### config.mk
export PLATFORM = sky130hd
export DESIGN_NAME = ascon_perm_ctrl
export DESIGN_NICKNAME = d
export VERILOG_FILES = /design/src/rtl/ascon_perm_ctrl_pkg.sv /design/src/rtl/ascon_perm_ctrl_round_cst.sv /design/src/rtl/ascon_perm_ctrl.sv
export SDC_FILE = /design/constraint.sdc
export NUM_CORES = 1
export LEC_CHECK = 0
export CORE_AREA = 2 2 512 514
export CTS_CLUSTER_SIZE = 14
export DETAILED_ROUTE_END_ITERATION = 7
export DIE_AREA = 0 0 514 516
export GPL_TIMING_DRIVEN = 0
export HOLD_SLACK_MARGIN = 0.15
export SLEW_MARGIN = 20
export SYNTH_ARGS = -nofsm -noshare
export SYNTH_HDL_FRONTEND = slang
export SYNTH_SLANG_ARGS = --single-unit
### constraint.sdc
create_clock -name clock_i -period 1.2 [get_ports clock_i]
set_input_delay 0.12 -clock clock_i [delete_from_list [all_inputs] [get_ports clock_i]]
set_output_delay 0.12 -clock clock_i [all_outputs]
set_load 0.05 [all_outputs]
### src/rtl/ascon_perm_ctrl_pkg.sv
// Shared types and helpers for the Ascon p^a sequencer.
// The optional illegal-round-count error output is enabled with the
// ASCON_PERM_CTRL_ERR_EN macro (see ascon_perm_ctrl.sv).
package ascon_perm_ctrl_pkg;

   // Total rounds of p^a; also the base index of the round-constant formula.
   localparam int NB_ROUNDS_MAX = 12;

   // Width of the round counter and of the requested round count.
   localparam int CNT_W = 4;

   // Index of the final round; reaching it ends the run.
   localparam logic [CNT_W-1:0] LAST_ROUND = CNT_W'(NB_ROUNDS_MAX - 1);

   // 320-bit permutation state, word [0] is x0 ... word [4] is x4.
   typedef logic [4:0][63:0] type_state;

   // Sequencer states.
   typedef enum logic [1:0] {
      IDLE = 2'd0,
      RUN  = 2'd1,
      DONE = 2'd2
   } type_perm_fsm;

   // Round constant for round index idx: high nibble counts down from F,
   // low nibble counts up from 0 (F0, E1, D2, ... 4B for idx 0..11).
   function automatic logic [7:0] round_cst(input logic [CNT_W-1:0] idx);
      logic [3:0] lo;
      lo = idx[3:0];
      return {4'hF - lo, lo};
   endfunction

   // Only 6, 8 and 12 rounds are meaningful Ascon variants.
   function automatic logic nb_rounds_legal(input logic [CNT_W-1:0] nb);
      return (nb == 4'd6) || (nb == 4'd8) || (nb == 4'd12);
   endfunction

   // Starting round index so that the run always ends at LAST_ROUND.
   // Any illegal count falls back to the full 12 rounds (index 0).
   function automatic logic [CNT_W-1:0] first_round(input logic [CNT_W-1:0] nb);
      logic [CNT_W-1:0] idx;
      if (nb_rounds_legal(nb)) begin
         idx = CNT_W'(NB_ROUNDS_MAX) - nb;
      end else begin
         idx = '0;
      end
      return idx;
   endfunction

endpackage

### src/rtl/ascon_perm_ctrl_round_cst.sv
// Round-constant generator for the Ascon permutation. Purely combinational;
// kept as its own block so an unrolled permutation can instantiate several.
module ascon_perm_ctrl_round_cst
   import ascon_perm_ctrl_pkg::*;
(
   input  logic [CNT_W-1:0] cnt,
   output logic [7:0]       cst
);

   // Constant follows the round index directly, also outside a run.
   always_comb begin
      cst = round_cst(cnt);
   end

endmodule

### src/rtl/ascon_perm_ctrl.sv
// Ascon p^a sequencer: owns the 320-bit state register and the round counter,
// drives the external combinational round chain one round per clock and
// latches its result.
// Optional feature macro: ASCON_PERM_CTRL_ERR_EN adds err_o and rejects
// start requests carrying an illegal round count (default: run 12 rounds).
//
// Handshake: start_i is only looked at in IDLE; together with it nb_rounds_i
// and state_i are captured. busy_o is high for exactly the rounds being run,
// done_o then pulses for one cycle with state_o holding the result. Requests
// arriving while busy or during the done pulse are dropped, not queued.
module ascon_perm_ctrl
   import ascon_perm_ctrl_pkg::*;
(
   input  logic             clock_i,
   input  logic             reset_i,
   input  logic             start_i,
   input  logic [CNT_W-1:0] nb_rounds_i,
   input  type_state        state_i,
   input  type_state        round_state_i,
   output type_state        round_state_o,
   output logic [7:0]       round_cst_o,
   output type_state        state_o,
   output logic             busy_o,
   output logic             done_o,
`ifdef ASCON_PERM_CTRL_ERR_EN
   output logic             err_o,
`endif
   output type_perm_fsm     fsm_state_o
);

   type_perm_fsm     fsm;
   type_perm_fsm     fsm_next;
   logic [CNT_W-1:0] cnt;
   type_state        perm_reg;
   logic             accept;
   logic             nb_legal;
   logic             load;

   assign nb_legal = nb_rounds_legal(nb_rounds_i);
   assign accept   = (fsm == IDLE) && start_i;

`ifdef ASCON_PERM_CTRL_ERR_EN
   // Illegal counts are refused: no load, no run.
   assign load = accept && nb_legal;
`else
   // Illegal counts are mapped to a full run by first_round().
   assign load = accept;
`endif

   // FSM state register.
   always_ff @(posedge clock_i) begin
      if (reset_i) begin
         fsm <= IDLE;
      end else begin
         fsm <= fsm_next;
      end
   end

   // Next-state logic: IDLE -> RUN on an accepted start, RUN until the last
   // round index, DONE for a single cycle.
   always_comb begin
      fsm_next = fsm;
      case (fsm)
         IDLE: begin
            if (load) begin
               fsm_next = RUN;
            end
         end
         RUN: begin
            if (cnt == LAST_ROUND) begin
               fsm_next = DONE;
            end
         end
         DONE: begin
            fsm_next = IDLE;
         end
         default: begin
            fsm_next = IDLE;
         end
      endcase
   end

   // FSM outputs decoded from the current state only.
   always_comb begin
      busy_o = 1'b0;
      done_o = 1'b0;
      case (fsm)
         RUN:     busy_o = 1'b1;
         DONE:    done_o = 1'b1;
         default: begin
            busy_o = 1'b0;
            done_o = 1'b0;
         end
      endcase
   end

   // State register and round counter: load on accept, one round per RUN
   // cycle (the final round result is captured on the RUN->DONE edge).
   always_ff @(posedge clock_i) begin
      if (reset_i) begin
         perm_reg <= '0;
         cnt      <= '0;
      end else if (load) begin
         perm_reg <= state_i;
         cnt      <= first_round(nb_rounds_i);
      end else if (fsm == RUN) begin
         perm_reg <= round_state_i;
         cnt      <= cnt + CNT_W'(1);
      end
   end

`ifdef ASCON_PERM_CTRL_ERR_EN
   logic err_q;

   // One-cycle error pulse after a refused start request.
   always_ff @(posedge clock_i) begin
      if (reset_i) begin
         err_q <= 1'b0;
      end else begin
         err_q <= accept && !nb_legal;
      end
   end

   assign err_o = err_q;
`endif

   ascon_perm_ctrl_round_cst u_round_cst (
      .cnt (cnt),
      .cst (round_cst_o)
   );

   assign round_state_o = perm_reg;
   assign state_o       = perm_reg;
   assign fsm_state_o   = fsm;

endmodule

==> results of run 1 <==
-- how the worst max path moves through the flow --
stage	to	slack, ns	depth (start not counted)
after floorplan	cnt[3]	-0.27	4
after global placement	round_state_o[317]	-2.04	5
after detailed placement	round_state_o[140]	-1.96	7
final	state_o[22]	-0.90	2
after global routing	done_o	-0.95	5
after CTS	done_o	-1.02	5
-- flip-flops by register name, summed over array words and instances (netlist names) --
name	flops
cnt	4
round_state_o	320
fsm_state_o	2
-- cells in the mapped netlist (4+ instances only) --
cell and instances:
sky130_fd_sc_hd__nor2_1 931, sky130_fd_sc_hd__buf_4 346, sky130_fd_sc_hd__dfxtp_1 326, sky130_fd_sc_hd__nor3_1 321, sky130_fd_sc_hd__a2bb2oi_1 303, sky130_fd_sc_hd__clkbuf_1 114
sky130_fd_sc_hd__buf_2 62, sky130_fd_sc_hd__nor2b_1 19, sky130_fd_sc_hd__o22ai_1 17, sky130_fd_sc_hd__buf_1 10, sky130_fd_sc_hd__inv_1 7, sky130_fd_sc_hd__a21oi_1 4
-- power groups by stage --
| stage | clock network [mW] | registers, mW | logic (mW) |
|---|---|---|---|
| floorplan | 0 | 16.6 | 9.07 |
| global placement | 0 | 13.7 | 23.9 |
| detailed placement | 0 | 13.7 | 23.9 |
| CTS | 16.7 | 13.5 | 25.3 |
| global route | 16.9 | 13.8 | 28.4 |
| finish | 16.2 | 13.7 | 27.3 |
-- cells by family (layout without fill, tap and decap cells) --
family	count (synthesis)	in the layout	synth area share
simple gates	1282	1282	0.292
other cells	0	79	0
flops	326	326	0.360
buf+inv	541	2438	0.188
compound gates	330	330	0.156
fa+ha+maj	3	3	0.00207
xor+xnor	3	3	0.00145
-- worst register-to-register path, delay by kind of cell, from the launching register on --
family	cells	cell delay (ns)
flip-flops	1	0.35
buffers and inverters	7	1.22
AND/OR/NAND/NOR	3	0.36
-- final cells by class --
| cell class | count | area (um^2) |
|---|---|---|
| clock inverter | 18 | 159 |
| timing repair buffer | 1831 | 19800 |
| tap | 3402 | 4260 |
| buffer | 507 | 4270 |
| antenna | 79 | 198 |
| multi-input combinational | 1618 | 8670 |
| fill | 29000 | 213000 |
| inverter | 8 | 50.0 |
| sequential | 326 | 7000 |
| clock buffer | 74 | 1570 |
-- placed cells by master (no fill, tap or decap), types with 11 or more instances in the layout --
cell type,instances
sky130_fd_sc_hd__dfxtp_4,94
sky130_fd_sc_hd__diode_2,79
sky130_fd_sc_hd__clkdlybuf4s50_1,751
sky130_fd_sc_hd__nor2_2,14
sky130_fd_sc_hd__buf_8,124
sky130_fd_sc_hd__buf_6,150
sky130_fd_sc_hd__clkbuf_16,68
sky130_fd_sc_hd__clkdlybuf4s15_2,60
sky130_fd_sc_hd__nor3_2,20
sky130_fd_sc_hd__o22ai_1,11
sky130_fd_sc_hd__clkbuf_2,23
sky130_fd_sc_hd__dfxtp_2,97
sky130_fd_sc_hd__nor2_4,24
sky130_fd_sc_hd__dfxtp_1,135
sky130_fd_sc_hd__dlygate4sd2_1,263
sky130_fd_sc_hd__a2bb2oi_1,290
sky130_fd_sc_hd__clkbuf_1,71
sky130_fd_sc_hd__nor2_1,894
sky130_fd_sc_hd__nor2b_1,18
sky130_fd_sc_hd__buf_2,25
sky130_fd_sc_hd__clkbuf_8,16
sky130_fd_sc_hd__nor3_1,301
sky130_fd_sc_hd__a2bb2oi_2,13
sky130_fd_sc_hd__dlygate4sd3_1,430
sky130_fd_sc_hd__buf_12,112
sky130_fd_sc_hd__buf_4,292
-- layer usage --
metal	wire [um]	global-route usage	vias to the layer above	part of all wire
met3	35200	0.102	528	0.14
met5	948	0.00379	-	0.0037
met4	15800	0.0945	116	0.061
met2	113000	0.288	1909	0.44
li1	-	-	11900	-
met1	93500	0.196	12700	0.36
-- what timing repair did --
item,CTS,global route
setup endpoints to repair,978,977
hold endpoints to repair,285,0
resized for setup,864,1969
cloned,0,11
pin swaps,8,30
hold buffers,430,0
buffers inserted,29,61
-- metrics by stage --
stage               cell area, um^2  power (mW)  std cells
finish                        45900        57.2       7863
global route                  45800        59.1       7820
CTS                           42200        55.5       7737
detailed placement            35500        37.6       7187
global placement              35400        37.6       7183
floorplan                     18200        25.6       2485
==> flow_summary.json, run 1 <==
{
  "synthesis.yosys.warnings": 0,
  "drt_iter0_markers": 2175,
  "r2r_start": "fsm_state_o[1]",
  "clock_transition_at_the_registers_of_the_reported_paths_ns": 0.06,
  "dieHeight_um": 516,
  "post-synth-top-area-fraction": 0.360,
  "netlist-cell-type-count": 30,
  "largest_fanout_on_the_critical_path": 3,
  "power.static_leakage_nw": 19.3,
  "die-width_um": 514,
  "drt_pre_antenna_iters": 7,
  "cts_made_buffers": 50,
  "reg2reg_setup_slack_ns": -0.82,
  "timing.reg2reg.worst_path_depth": 10,
  "cells_taking_the_most_area_after_synthesis": "sky130_fd_sc_hd__dfxtp_1, sky130_fd_sc_hd__nor2_1, sky130_fd_sc_hd__a2bb2oi_1, sky130_fd_sc_hd__buf_4, sky130_fd_sc_hd__nor3_1",
  "overflow": 0,
  "hold_critical_path_depth": 5,
  "synth_seq_area_share": 0.360,
  "netSwitchingFraction": 0.440,
  "max-clock-path-buffers": 3,
  "endpoint_of_the_worst_slack_reg_to_reg_timing_path": "round_state_o[178]",
  "syn_area_per_cell_um2": 7.30,
  "track_usage": 0.183,
  "routedWlPerCell_um": 32.8,
  "fin_worst_hold_slack_ns": 0.216,
  "async_reset_ff_frac": 0,
  "max_cap_viol_count": 0,
  "run_status": "complete, but fails checks",
  "dr_total_vias": 27200,
  "yosys_most_used_dff": "sky130_fd_sc_hd__dfxtp_1",
  "postRouteWirelength_um": 258000,
  "tritoncts_clock_tree": "built",
  "tritoncts_sinks": 326,
  "post_route_cells_drive_above_1_share": 0.271,
  "postLayoutCoreUtil": 0.177,
  "antenna_found_initial": 213,
  "yosys_register_bits": 326,
  "initial_core_util": 0.0700,
  "finalClockSkew_ns": 0.0311,
  "gp_congestion": 1.04,
  "ioPinCount": 1299,
  "worst_path_dominant_cell_family": "buffers and inverters",
  "tightestPinTransition_ns": 0.955,
  "netlist_instances": 2485,
  "postSynthNetCount": 3135,
  "synth_edf_count": 0,
  "p_switching_mw": 25.2,
  "power_density_nw_per_um2": 1250,
  "timing.hold.worst_endpoint": "round_state_o[187]",
  "port_buffers": 1296,
  "power_frac_seq": 0.239,
  "combinationalPowerShare": 0.478,
  "final_min_period_over_clock_period": 1.75,
  "drc": 0,
  "finish.net_count": 4992,
  "worstSkewPairLatency_ns": 0.70,
  "maxSlewViolCount": 0,
  "post-route-worst-setup-slack_ns": -0.896,
  "cpMaxStageDelayCell": "sky130_fd_sc_hd__dfxtp_1",
  "crit_path_cell_trace": "buf_4, dlygate4sd2_1",
  "synthDominantAreaCellType": "sky130_fd_sc_hd__dfxtp_1",
  "timing.final.crit_period_ns": 2.10,
  "area_growth_syn_to_layout_pct": 153,
  "antenna_violating_nets_post_route": 0,
  "detailedPlace.worstSlack_ns": -1.96,
  "worst_ep_arrival_time_ns": 1.98,
  "placementRows": 187,
  "timing.hold.worst.class": "primary input to register",
  "p_int_mw": 32.0,
  "crit_start": "round_state_o[22]",
  "clock-root-buffer": "sky130_fd_sc_hd__clkbuf_16",
  "die_outline_area_um2": 265000,
  "standard_cell_core_area_um2": 259000,
  "critPathMaxStageDelay_ns": 0.56,
  "crit_required_ns": 1.08,
  "timing.max_slew.rel_slack": 0.363,
  "clock_network_fraction_of_design_power": 0.283,
  "clock_tree.htree_level_count": 2,
  "finalHoldViolations": 0,
  "post_syn_area_um2": 18100,
  "fin_tns_setup_ns": -597.08,
  "grt_pass1_wl_um": 307000,
  "grt_start_max_net_pins": 13,
  "vias_per_cell": 3.46,
  "critical_path_buf_inv_count": 2,
  "critPathCaptureType": "output port",
  "hold_path.startpoint": "state_i[187]",
  "maxClockFrequency_mhz": 477,
  "grt_setup_unrepaired": "yes",
  "setup_viol": 977,
  "worst_ir_drop_vdd_mv": 1.30,
  "setup.worst_path.class": "register to output port",
  "failed_checks": "negative setup slack",
  "dpl.hpwl_um": 223000,
  "vias_in_the_first_global_route": 25600,
  "timing.critical_path.from_type": "register"
}
Note: power is estimated with default switching activity, not from simulation.
==> inputs of run 2 (changes only) <==
--- a/config.mk
+++ b/config.mk
@@ -11,6 +11,7 @@
 export DIE_AREA = 0 0 514 516
 export GPL_TIMING_DRIVEN = 0
 export HOLD_SLACK_MARGIN = 0.15
+export REMOVE_ABC_BUFFERS = 1
 export SLEW_MARGIN = 20
 export SYNTH_ARGS = -nofsm -noshare
 export SYNTH_HDL_FRONTEND = slang
==> flow_summary.json, run 2 (synthesized netlist as in run 1, its figures left out) <==
{
  "run_status": "complete, but fails checks",
  "failed_checks": "negative hold slack, negative setup slack",
  "timing.final.crit_period_ns": 1.94,
  "timing.hold.worst_endpoint": "round_state_o[155]",
  "detailedPlace.worstSlack_ns": -2.26,
  "finish.net_count": 4653,
  "max-clock-path-buffers": 3,
  "antenna_violating_nets_post_route": 0,
  "power.static_leakage_nw": 19.1,
  "finalHoldViolations": 56,
  "place_area_um2": 33100,
  "finalClockSkew_ns": 0.0325,
  "power_after_layout_mw": 61.7,
  "hold_critical_path_depth": 2,
  "cpMaxStageDelayCell": "sky130_fd_sc_hd__dfxtp_4",
  "drt_pre_antenna_iters": 7,
  "layout.cells.most_common_list": "sky130_fd_sc_hd__nor2_1, sky130_fd_sc_hd__clkdlybuf4s50_1, sky130_fd_sc_hd__dlygate4sd3_1",
  "grt_start_max_net_pins": 81,
  "port_buffers": 1298,
  "worst_ir_drop_vdd_mv": 1.23,
  "grt_setup_unrepaired": "yes",
  "cts_made_buffers": 59,
  "crit_required_ns": 1.08,
  "post_route_design_area_um2": 48300,
  "area_growth_syn_to_layout_pct": 166,
  "numPlacedInstances": 6694,
  "drc": 0,
  "tightestPinTransition_ns": 1.11,
  "post-route-worst-setup-slack_ns": -0.735,
  "maxSlewViolCount": 0,
  "setup_viol": 978,
  "fin_worst_hold_slack_ns": -0.192,
  "postRouteWirelength_um": 277000,
  "vias_per_cell": 3.52,
  "reg2reg_setup_slack_ns": -0.73,
  "dr_total_vias": 26500,
  "grt_pass1_wl_um": 321000,
  "timing.critical_path.from_type": "register",
  "tritoncts_clock_tree": "built",
  "max_cap_viol_count": 0,
  "dieHeight_um": 516,
  "crit_path_cell_trace": "buf_12, buf_16, buf_16, nand2b_4, inv_4, buf_12",
  "tritoncts_sinks": 326,
  "timing.max_slew.rel_slack": 0.260,
  "clock-root-buffer": "sky130_fd_sc_hd__clkbuf_16",
  "dpl.hpwl_um": 217000,
  "worst_ep_arrival_time_ns": 1.82,
  "r2r_start": "fsm_state_o[1]",
  "die-width_um": 514,
  "critPathCaptureType": "output port",
  "drt_iter0_markers": 1743,
  "placementRows": 187,
  "track_usage": 0.192,
  "gp_congestion": 0.912,
  "die_outline_area_um2": 265000,
  "critPathMaxStageDelay_ns": 0.38,
  "largest_fanout_on_the_critical_path": 5,
  "timing.reg2reg.worst_path_depth": 11,
  "post_route_cells_drive_above_1_share": 0.327,
  "clock_transition_at_the_registers_of_the_reported_paths_ns": 0.06,
  "routedWlPerCell_um": 36.7,
  "maxClockFrequency_mhz": 517,
  "endpoint_of_the_worst_slack_reg_to_reg_timing_path": "round_state_o[132]",
  "power_density_nw_per_um2": 1280,
  "setup.worst_path.class": "register to output port",
  "finish.cell_count_without_fillers": 7537,
  "initial_core_util": 0.0700,
  "clock_tree.htree_level_count": 2,
  "largest_register_ffs": 320,
  "antenna_found_initial": 283,
  "hold_path.startpoint": "reset_i",
  "ioPinCount": 1299,
  "standard_cell_core_area_um2": 259000,
  "overflow": 0,
  "final_min_period_over_clock_period": 1.61,
  "timing.hold.worst.class": "primary input to register",
  "vias_in_the_first_global_route": 24100,
  "worstSkewPairLatency_ns": 0.75,
  "leading_cell_type_in_the_layout_fill_and_taps_excluded": "sky130_fd_sc_hd__nor2_1"
}
==> run 2: changes by cell type in the layout (fill, tap and decap cells not counted), sizes merged <==
cell,delta
buf,-126
bufbuf,+18
bufinv,+6
clkbuf,-80
clkdlybuf4s15,+72
clkdlybuf4s50,-107
clkinv,+7
clkinvlp,-1
diode,+6
dlygate4sd2,-158
dlygate4sd3,+40
inv,-3
==> run 2: critical path: cells and delay by family (launching register included) <==
family	cells	cell delay, ns
and+or+nand+nor	1	0.08
buffers and inverters	5	0.58
DFF	1	0.38
==> run 2: worst max path at each step <==
stage | start | to | slack [ns] | cells after the start
CTS | fsm_state_o[0] | busy_o | -0.83 | 6
finish | fsm_state_o[0] | busy_o | -0.74 | 6
global route | fsm_state_o[0] | busy_o | -0.82 | 6
detailed placement | fsm_state_o[0] | round_state_o[305] | -2.26 | 7
global placement | fsm_state_o[1] | cnt[2] | -39.95 | 3
floorplan | fsm_state_o[0] | round_state_o[303] | -13.06 | 4
==> run 2: layout make-up <==
| type | instances | area [um^2] |
|---|---|---|
| timing repair inverter | 1 | 16.3 |
| clock inverter | 26 | 327 |
| antenna | 85 | 213 |
| multi-input combinational | 1618 | 9360 |
| tap | 3402 | 4260 |
| inverter | 8 | 66.3 |
| timing repair buffer | 1989 | 24900 |
| sequential | 326 | 7460 |
| fill | 28600 | 211000 |
| clock buffer | 82 | 1700 |
==> run 2: metrics by stage <==
step                       util  TNS [ns]
after floorplan               -  -4218.96
after global placement    0.123         -
after detailed placement  0.128   -622.20
after CTS                 0.159   -652.55
after global routing      0.186   -483.89
final                     0.186   -411.95
==> run 2: repair_timing <==
| action | 4_1_cts | 5_1_grt |
|---|---|---|
| hold endpoints to repair | 321 | 108 |
| setup buffers | 68 | 57 |
| cloned | 30 | 29 |
| resized for setup | 1385 | 3541 |
| pin swaps | 5 | 80 |
| setup endpoints to repair | 978 | 978 |
| hold buffers | 450 | 21 |
==> run 2: routing by layer <==
| layer | wire [um] | vias to the layer above | track usage |
|---|---|---|---|
| li1 | - | 11300 | - |
| met1 | 104000 | 12500 | 0.214 |
| met2 | 113000 | 1816 | 0.286 |
| met3 | 42800 | 719 | 0.135 |
| met4 | 15400 | 222 | 0.0692 |
| met5 | 1440 | - | 0 |
==> run 2: power by group <==
| group | switching (mW) | internal, mW | total [mW] |
|---|---|---|---|
| registers | 1.74 | 12.0 | 13.8 |
| logic | 17.0 | 11.8 | 28.8 |
| clock network | 7.89 | 11.2 | 19.1 |
